===== config.mk =====
export PLATFORM = sky130hd
export DESIGN_NAME = inst_fetch
export DESIGN_NICKNAME = d
export VERILOG_FILES = /design/src/rtl/inst_fetch.sv
export SDC_FILE = /design/constraint.sdc
export NUM_CORES = 1
export LEC_CHECK = 0
export CORE_ASPECT_RATIO = 0.9
export CORE_MARGIN = 4
export CORE_UTILIZATION = 41
export CTS_CLUSTER_DIAMETER = 50
export CTS_CLUSTER_SIZE = 10
export DETAILED_ROUTE_END_ITERATION = 6
export GPL_TIMING_DRIVEN = 1
export PLACE_DENSITY = 0.76
export SKIP_CTS_REPAIR_TIMING = 1
export SLEW_MARGIN = 25
export SYNTH_ARGS = -nofsm -noshare
export SYNTH_HDL_FRONTEND = slang
export SYNTH_SLANG_ARGS = --single-unit

===== constraint.sdc =====
create_clock -name clk_i -period 2.42 [get_ports clk_i]
set_input_delay 0.484 -clock clk_i [delete_from_list [all_inputs] [get_ports clk_i]]
set_output_delay 0.484 -clock clk_i [all_outputs]
set_load 0.02 [all_outputs]

===== src/rtl/inst_fetch.sv =====
`default_nettype none
// ============================================================================
// Module   : inst_fetch
// Purpose  : 64-bit PC fetch stage feeding a one-entry valid/ready output
//            register, with redirect flush and misaligned-PC fault.
// Revision : 1.0
// ============================================================================
module inst_fetch #(
    parameter logic [63:0] RESET_PC = 64'h0000_0000_0000_0000
) (
    input  logic        clk_i,
    input  logic        rst_ni,
    output logic        rom_ce_o,
    output logic [63:0] rom_addr_o,
    input  logic [31:0] rom_inst_i,
    input  logic        redirect_valid_i,
    input  logic [63:0] redirect_pc_i,
    output logic        out_valid_o,
    input  logic        out_ready_i,
    output logic [63:0] out_pc_o,
    output logic [31:0] out_inst_o,
    output logic        out_misalign_o
);

    typedef enum logic [1:0] {
        BOOT = 2'd0,
        RUN  = 2'd1,
        HALT = 2'd2
    } state_e;

    state_e      state_q, state_d;
    logic [63:0] pc_q, pc_d;
    logic        valid_q, valid_d;
    logic [63:0] opc_q, opc_d;
    logic [31:0] inst_q, inst_d;
    logic        misalign_q, misalign_d;

    logic space;
    logic pc_aligned;

    assign space      = !valid_q || out_ready_i;
    assign pc_aligned = (pc_q[1:0] == 2'b00);

    always_ff @(posedge clk_i or negedge rst_ni) begin
        if (!rst_ni) begin
            state_q    <= BOOT;
            pc_q       <= RESET_PC;
            valid_q    <= 1'b0;
            opc_q      <= 64'd0;
            inst_q     <= 32'd0;
            misalign_q <= 1'b0;
        end else begin
            state_q    <= state_d;
            pc_q       <= pc_d;
            valid_q    <= valid_d;
            opc_q      <= opc_d;
            inst_q     <= inst_d;
            misalign_q <= misalign_d;
        end
    end

    always_comb begin
        state_d    = state_q;
        pc_d       = pc_q;
        valid_d    = valid_q;
        opc_d      = opc_q;
        inst_d     = inst_q;
        misalign_d = misalign_q;

        if (redirect_valid_i) begin
            // A same-cycle handshake is treated as consumed, so flushing is safe.
            valid_d = 1'b0;
            pc_d    = redirect_pc_i;
            state_d = RUN;
        end else if (state_q == BOOT) begin
            state_d = RUN;
        end else if (state_q == RUN && space && pc_aligned) begin
            valid_d    = 1'b1;
            opc_d      = pc_q;
            inst_d     = rom_inst_i;
            misalign_d = 1'b0;
            pc_d       = pc_q + 64'd4;
        end else if (state_q == RUN && space) begin
            valid_d    = 1'b1;
            opc_d      = pc_q;
            inst_d     = 32'd0;
            misalign_d = 1'b1;
            state_d    = HALT;
        end else if (space && valid_q) begin
            valid_d = 1'b0;
        end
    end

    assign rom_ce_o       = (state_q == RUN) && pc_aligned;
    assign rom_addr_o     = pc_q;
    assign out_valid_o    = valid_q;
    assign out_pc_o       = opc_q;
    assign out_inst_o     = inst_q;
    assign out_misalign_o = misalign_q;

endmodule
`default_nettype wire

; ---- Word level (Yosys, flattened, before mapping)
; Index checks and enable logic that the tools add are counted.
[op_classes]
add_sub_neg = 1
eq_ne = 3
mux = 18
reduce_logical = 16
bitwise = 2
[op_table]
columns = operator, count
row1 = $mux W64, 5
row2 = $add A64 B3 Y64 const B, 1
row3 = $mux W32, 2
row4 = $mux W2, 4
row5 = $mux W1, 7
row6 = $reduce_and A2 Y1, 3
row7 = $logic_and A1 B1 Y1, 4
row8 = $logic_not A2 Y1, 2
row9 = $reduce_bool A2 Y1, 2
row10 = $reduce_bool A4 Y1, 1
row11 = $ne A3 B3 Y1 const B, 1
row12 = $reduce_and A3 Y1, 1
row13 = $reduce_bool A3 Y1, 1
row14 = $eq A2 B1 Y1 const B, 1
row15 = $ne A2 B2 Y1 const B, 1
row16 = $not A1 Y1, 2
row17 = $logic_not A1 Y1, 1
row18 = $logic_or A1 B1 Y1, 1
[word_totals]
register_bits = 164
output_inout_bits = 163
in_bits = 100
wordCells = 46

; ---- Depth between registers and ports, before layout
[depth]
word_depth = 8
ltp_mapped = 7

; ---- Worst setup path after synthesis
; OpenSTA, ideal clock, no wires.
[synth_timing]
path_kind = reg-to-reg
from = reg pc_q[25], in the netlist rom_addr_o[25]
to = reg pc_q[44], in the netlist rom_addr_o[44]
path_buffers = 2
setup_time_ps = 69
path_stages_with_launch = 8
path_slack_ps = -178
required_time_ps = 2351
arrival_time_ps = 2529
cell_sequence = dfrtp_1 nand4_4 or3_1 buf_6 or4_4 buf_6 or4b_1 nand3_1
[synth_between]
elab_chain_cells = 4
[synth_rtl]
columns = element, line
row1 = "start, declared", 32  ; logic [63:0] pc_q, pc_d;
row2 = "start signal, assigned", 54  ; pc_q <= pc_d;
row3 = $add A64 B3 Y64, 82  ; pc_d = pc_q + 64'd4;
row4 = $mux W64, 77  ; end else if (state_q == RUN && space && pc_aligned) begin
row5 = $mux W64, 75  ; end else if (state_q == BOOT) begin
row6 = $mux W64, 70  ; if (redirect_valid_i) begin
; No other way between the ends. The select of a mux whose other input is x is not followed.
; A chain may end at the register's enable or synchronous reset.

; ---- Final worst setup path
[layout_timing]
from = reg pc_q[33], in the netlist rom_addr_o[33]
to = reg pc_q[45], in the netlist rom_addr_o[45]
; The elaborated chain is that of the path after synthesis.

==> metrics.md <==
| Metric | Value |
|---|---|
| Synthesized area | about 7600 um2 |
| WL per Instance | ~19 um |
| Worst slew pin tran | around 0.71 ns |
| Tmin final | between 2 and 2.5 ns |
| Synth area leaders | dfrtp_1, nand2_1, a22o_1, o21ai_0, or4_1 |
| Synth top area share | a little over half |
| Num rows | 46 |
| Number of clock sinks | about 160 |
| Mapped Cells | a little over 800 |
| Finished Cell Area | ~12000 um2 |
| Fill cells | approximately 1500 |
| Initial Utilization | a little over two fifths |
| Reg2Reg Launch Point | rom_addr_o[33] |
| Worst-path fanout max | 10 |
| Largest net degree at the start of global routing | 70 |
| Residual DRC | 0 |
| Asr flop ratio synth | 100.0% |
| Reg area | 4128 um2 |
| Tot Pwr | 9541 uW |
| CP startpoint | rom_addr_o[33] |
| Max cap viols | 0 |
| EDFF count, synth | 0 |
| Leak | 0.005008 uW |
| Final Hold Viols | 0 |
| Clk_lat worst skew | 0.43 ns |
| Synth top cells by count | nand2_1, dfrtp_1, clkbuf_1 |
| Startpoint types | register |
| DP HPWL | approximately 19 mm |
| Clock skew | 0.01193 ns |
| Commonest register cell after synthesis | dfrtp_1 |
| CTS clk-pin slew, worst paths | approximately 0.070 ns |
| Avg Vias per Cell | approximately 5.5 |
| Fin crit share | slightly below 100% |
| Share of post-route cells with drive strength above 1 | between 10% and 20% |
| Drt total wl | between 20 and 30 mm |
| Crit. End Element | register |
| Crit path DAT | roughly 2.7 ns |
| Sequential element share of the synthesized area | between 50 and 60% |
| Clock buffer count from CTS | 17 |
| Vias in the first global route | 7542 |
| Die width | 151.6 um |
| TritonCTS clock tree | yes |
| IO buf count | 262 |
| Worst vdd ir | 0.5141 mV |
| Root Driver | clkbuf_16 |
| Initial antenna violation count | 1 |
| Total gr overflow | 0 |
| Rel. slew slack | between 50% and 60% |
| Slew Viols, Final | 0 |
| Setup CP Type | register to register |
| Antenna cells | 0 |
| Synth cell types | 46 |
| Hold WC Path Type | input port to async pin |
| All-layer global routing usage | approximately 25% |
| Status | complete, no violations |
| Via count | around 7700 |
| Pwr/cell area | 809.2 nW/um2 |
| DR iter-0 viols | 510 |
| CP required | 2.77 ns |
| Dpl cell area | 11130 um2 |
| I/O pins | 263 |
| Post-synthesis area per instance | around 9 um2 |
| Synth warn | 0 |
| Syn-to-layout area delta | 54.93% |
| Footprint of the multi-input gates | 3372 um2 |
| Post-route ant nets | 0 |
| # setup viols final | 0 |
| Htree depth | 4 |
| Final net count | roughly 1300 |
| First-pass GRT wire length | ~40 mm |
| Clock Path Buffers | 2 |
| Fmax | between 0.4 and 0.5 GHz |
| Drt pass-1 iters | 5 |
| Syn Nets | a little over 900 |
| #FFs+latches synth | 164 |
| Core ar. | between 15000 and 20000 um2 |
| GP Congestion | between 0.8 and 0.9 |
| Die Y | about 140 um |
| Post-synth top area cell | dfrtp_1 |
| Die area | roughly 21000 um2 |
| Final core occ | between 60% and 70% |
| Most common cell in the synthesized netlist | nand2_1 |
[metal layers]
| metal | global-route usage, % | share of wire, % | vias up | wire [um] |
|---|---|---|---|---|
| li1 | - | - | 3587 | - |
| met4 | 5.240 | 1.5 | 2 | 401 |
| met2 | 39.40 | 46 | 326 | 12070 |
| met1 | 34.00 | 42 | 3724 | 10920 |
| met5 | 0 | 0.050 | - | 13 |
| met3 | 8.783 | 11 | 35 | 2820 |
[cell type report]
| class | count | share of cell area [%] |
|---|---|---|
| Clock buffer | 18 | 3.725 |
| Tap cell | 240 | 2.547 |
| Timing Repair Buffer | 353 | 28.56 |
| Clock inverter | 14 | 1.337 |
| Sequential cell | 164 | 35.01 |
| Inverter | 7 | 0.2229 |
| Multi-Input combinational cell | 607 | 28.60 |
[logic make-up after synthesis]
family,Yosys count,synth area share [%]
multiplexers,3,0.4275
buffers and inverters,54,2.861
AND/OR/NAND/NOR,440,27.15
XOR/XNOR,28,3.223
AO/OA/AOI/OAI,134,12.25
flip-flops,164,53.93
adder cells (fa/ha/maj),1,0.1644
[placed cells by master (no fill, tap or decap), types with 5 or more instances in the layout]
master           Yosys  routed
inv_6                0       7
o21ai_0             40      40
o41ai_1              5       5
o31ai_1             17      17
xnor2_1             17      17
or3_1               12      10
clkdlybuf4s50_1      0     259
dfrtp_1            164     145
nand2_1            242     242
or4_4                2       5
a31oi_1             25      25
or4_1               26      24
inv_1                6       6
nor2b_1              5       5
xor2_1              11      11
a22o_1              32      32
and3_1              11      11
buf_4                0      86
nand4_1             25      25
nor3_1              14      14
nor2_1              43      40
dfrtp_2              0      19
nand3_1             31      29
buf_12               0       5
clkbuf_16            0      17
nor4_1              13      12
[state kept, by name, summed over array words and instances (netlist names)]
register        cells
rom_addr_o         64
out_inst_o         32
out_pc_o           64
out_misalign_o      1
state_q             2
out_valid_o         1
[report_power, final]
part	internal, uW	switching (uW)	leakage (uW)
Combinational	1500	1650	0.00271
Sequential	3280	352	0.00200
Clock	1500	1270	0.000292
[worst max-delay path, cell delays in order, from the launching register on]
cell     delay, ns
dfrtp_1       0.46
nand3_1       0.20
or4_1         0.57
or2_4         0.31
or4_1         0.54
a31oi_1       0.20
[path summary, 6_finish.rpt]
kind / end / slack [ns] / cells after the start
worst max-delay path: rom_addr_o[45] / 0.05 / 5
worst min-delay path: out_pc_o[17] / 0.05 / 1
worst max register to register: rom_addr_o[45] / 0.05 / 5
worst min register to register: out_pc_o[45] / 0.47 / 2
max in group asynchronous: out_pc_o[39] / 1.63 / 2
min in group clk_i: out_pc_o[45] / 0.47 / 2
[per-stage QoR]
step	TNS, ns	hold WS (ns)	instances	worst slack (ns)
after floorplan	-0.01106	0.1884	824	-0.01106
after detailed placement	-1.384	0.4614	1369	-0.1440
after global routing	-0.004061	0.08313	1403	-0.004061
final	0	0.04510	1403	0.05377
after global placement	-0.4823	0.4574	1369	-0.07606
after CTS	-0.1026	0.09188	1401	-0.09677
No activity file was read; power rests on OpenSTA's default activity.
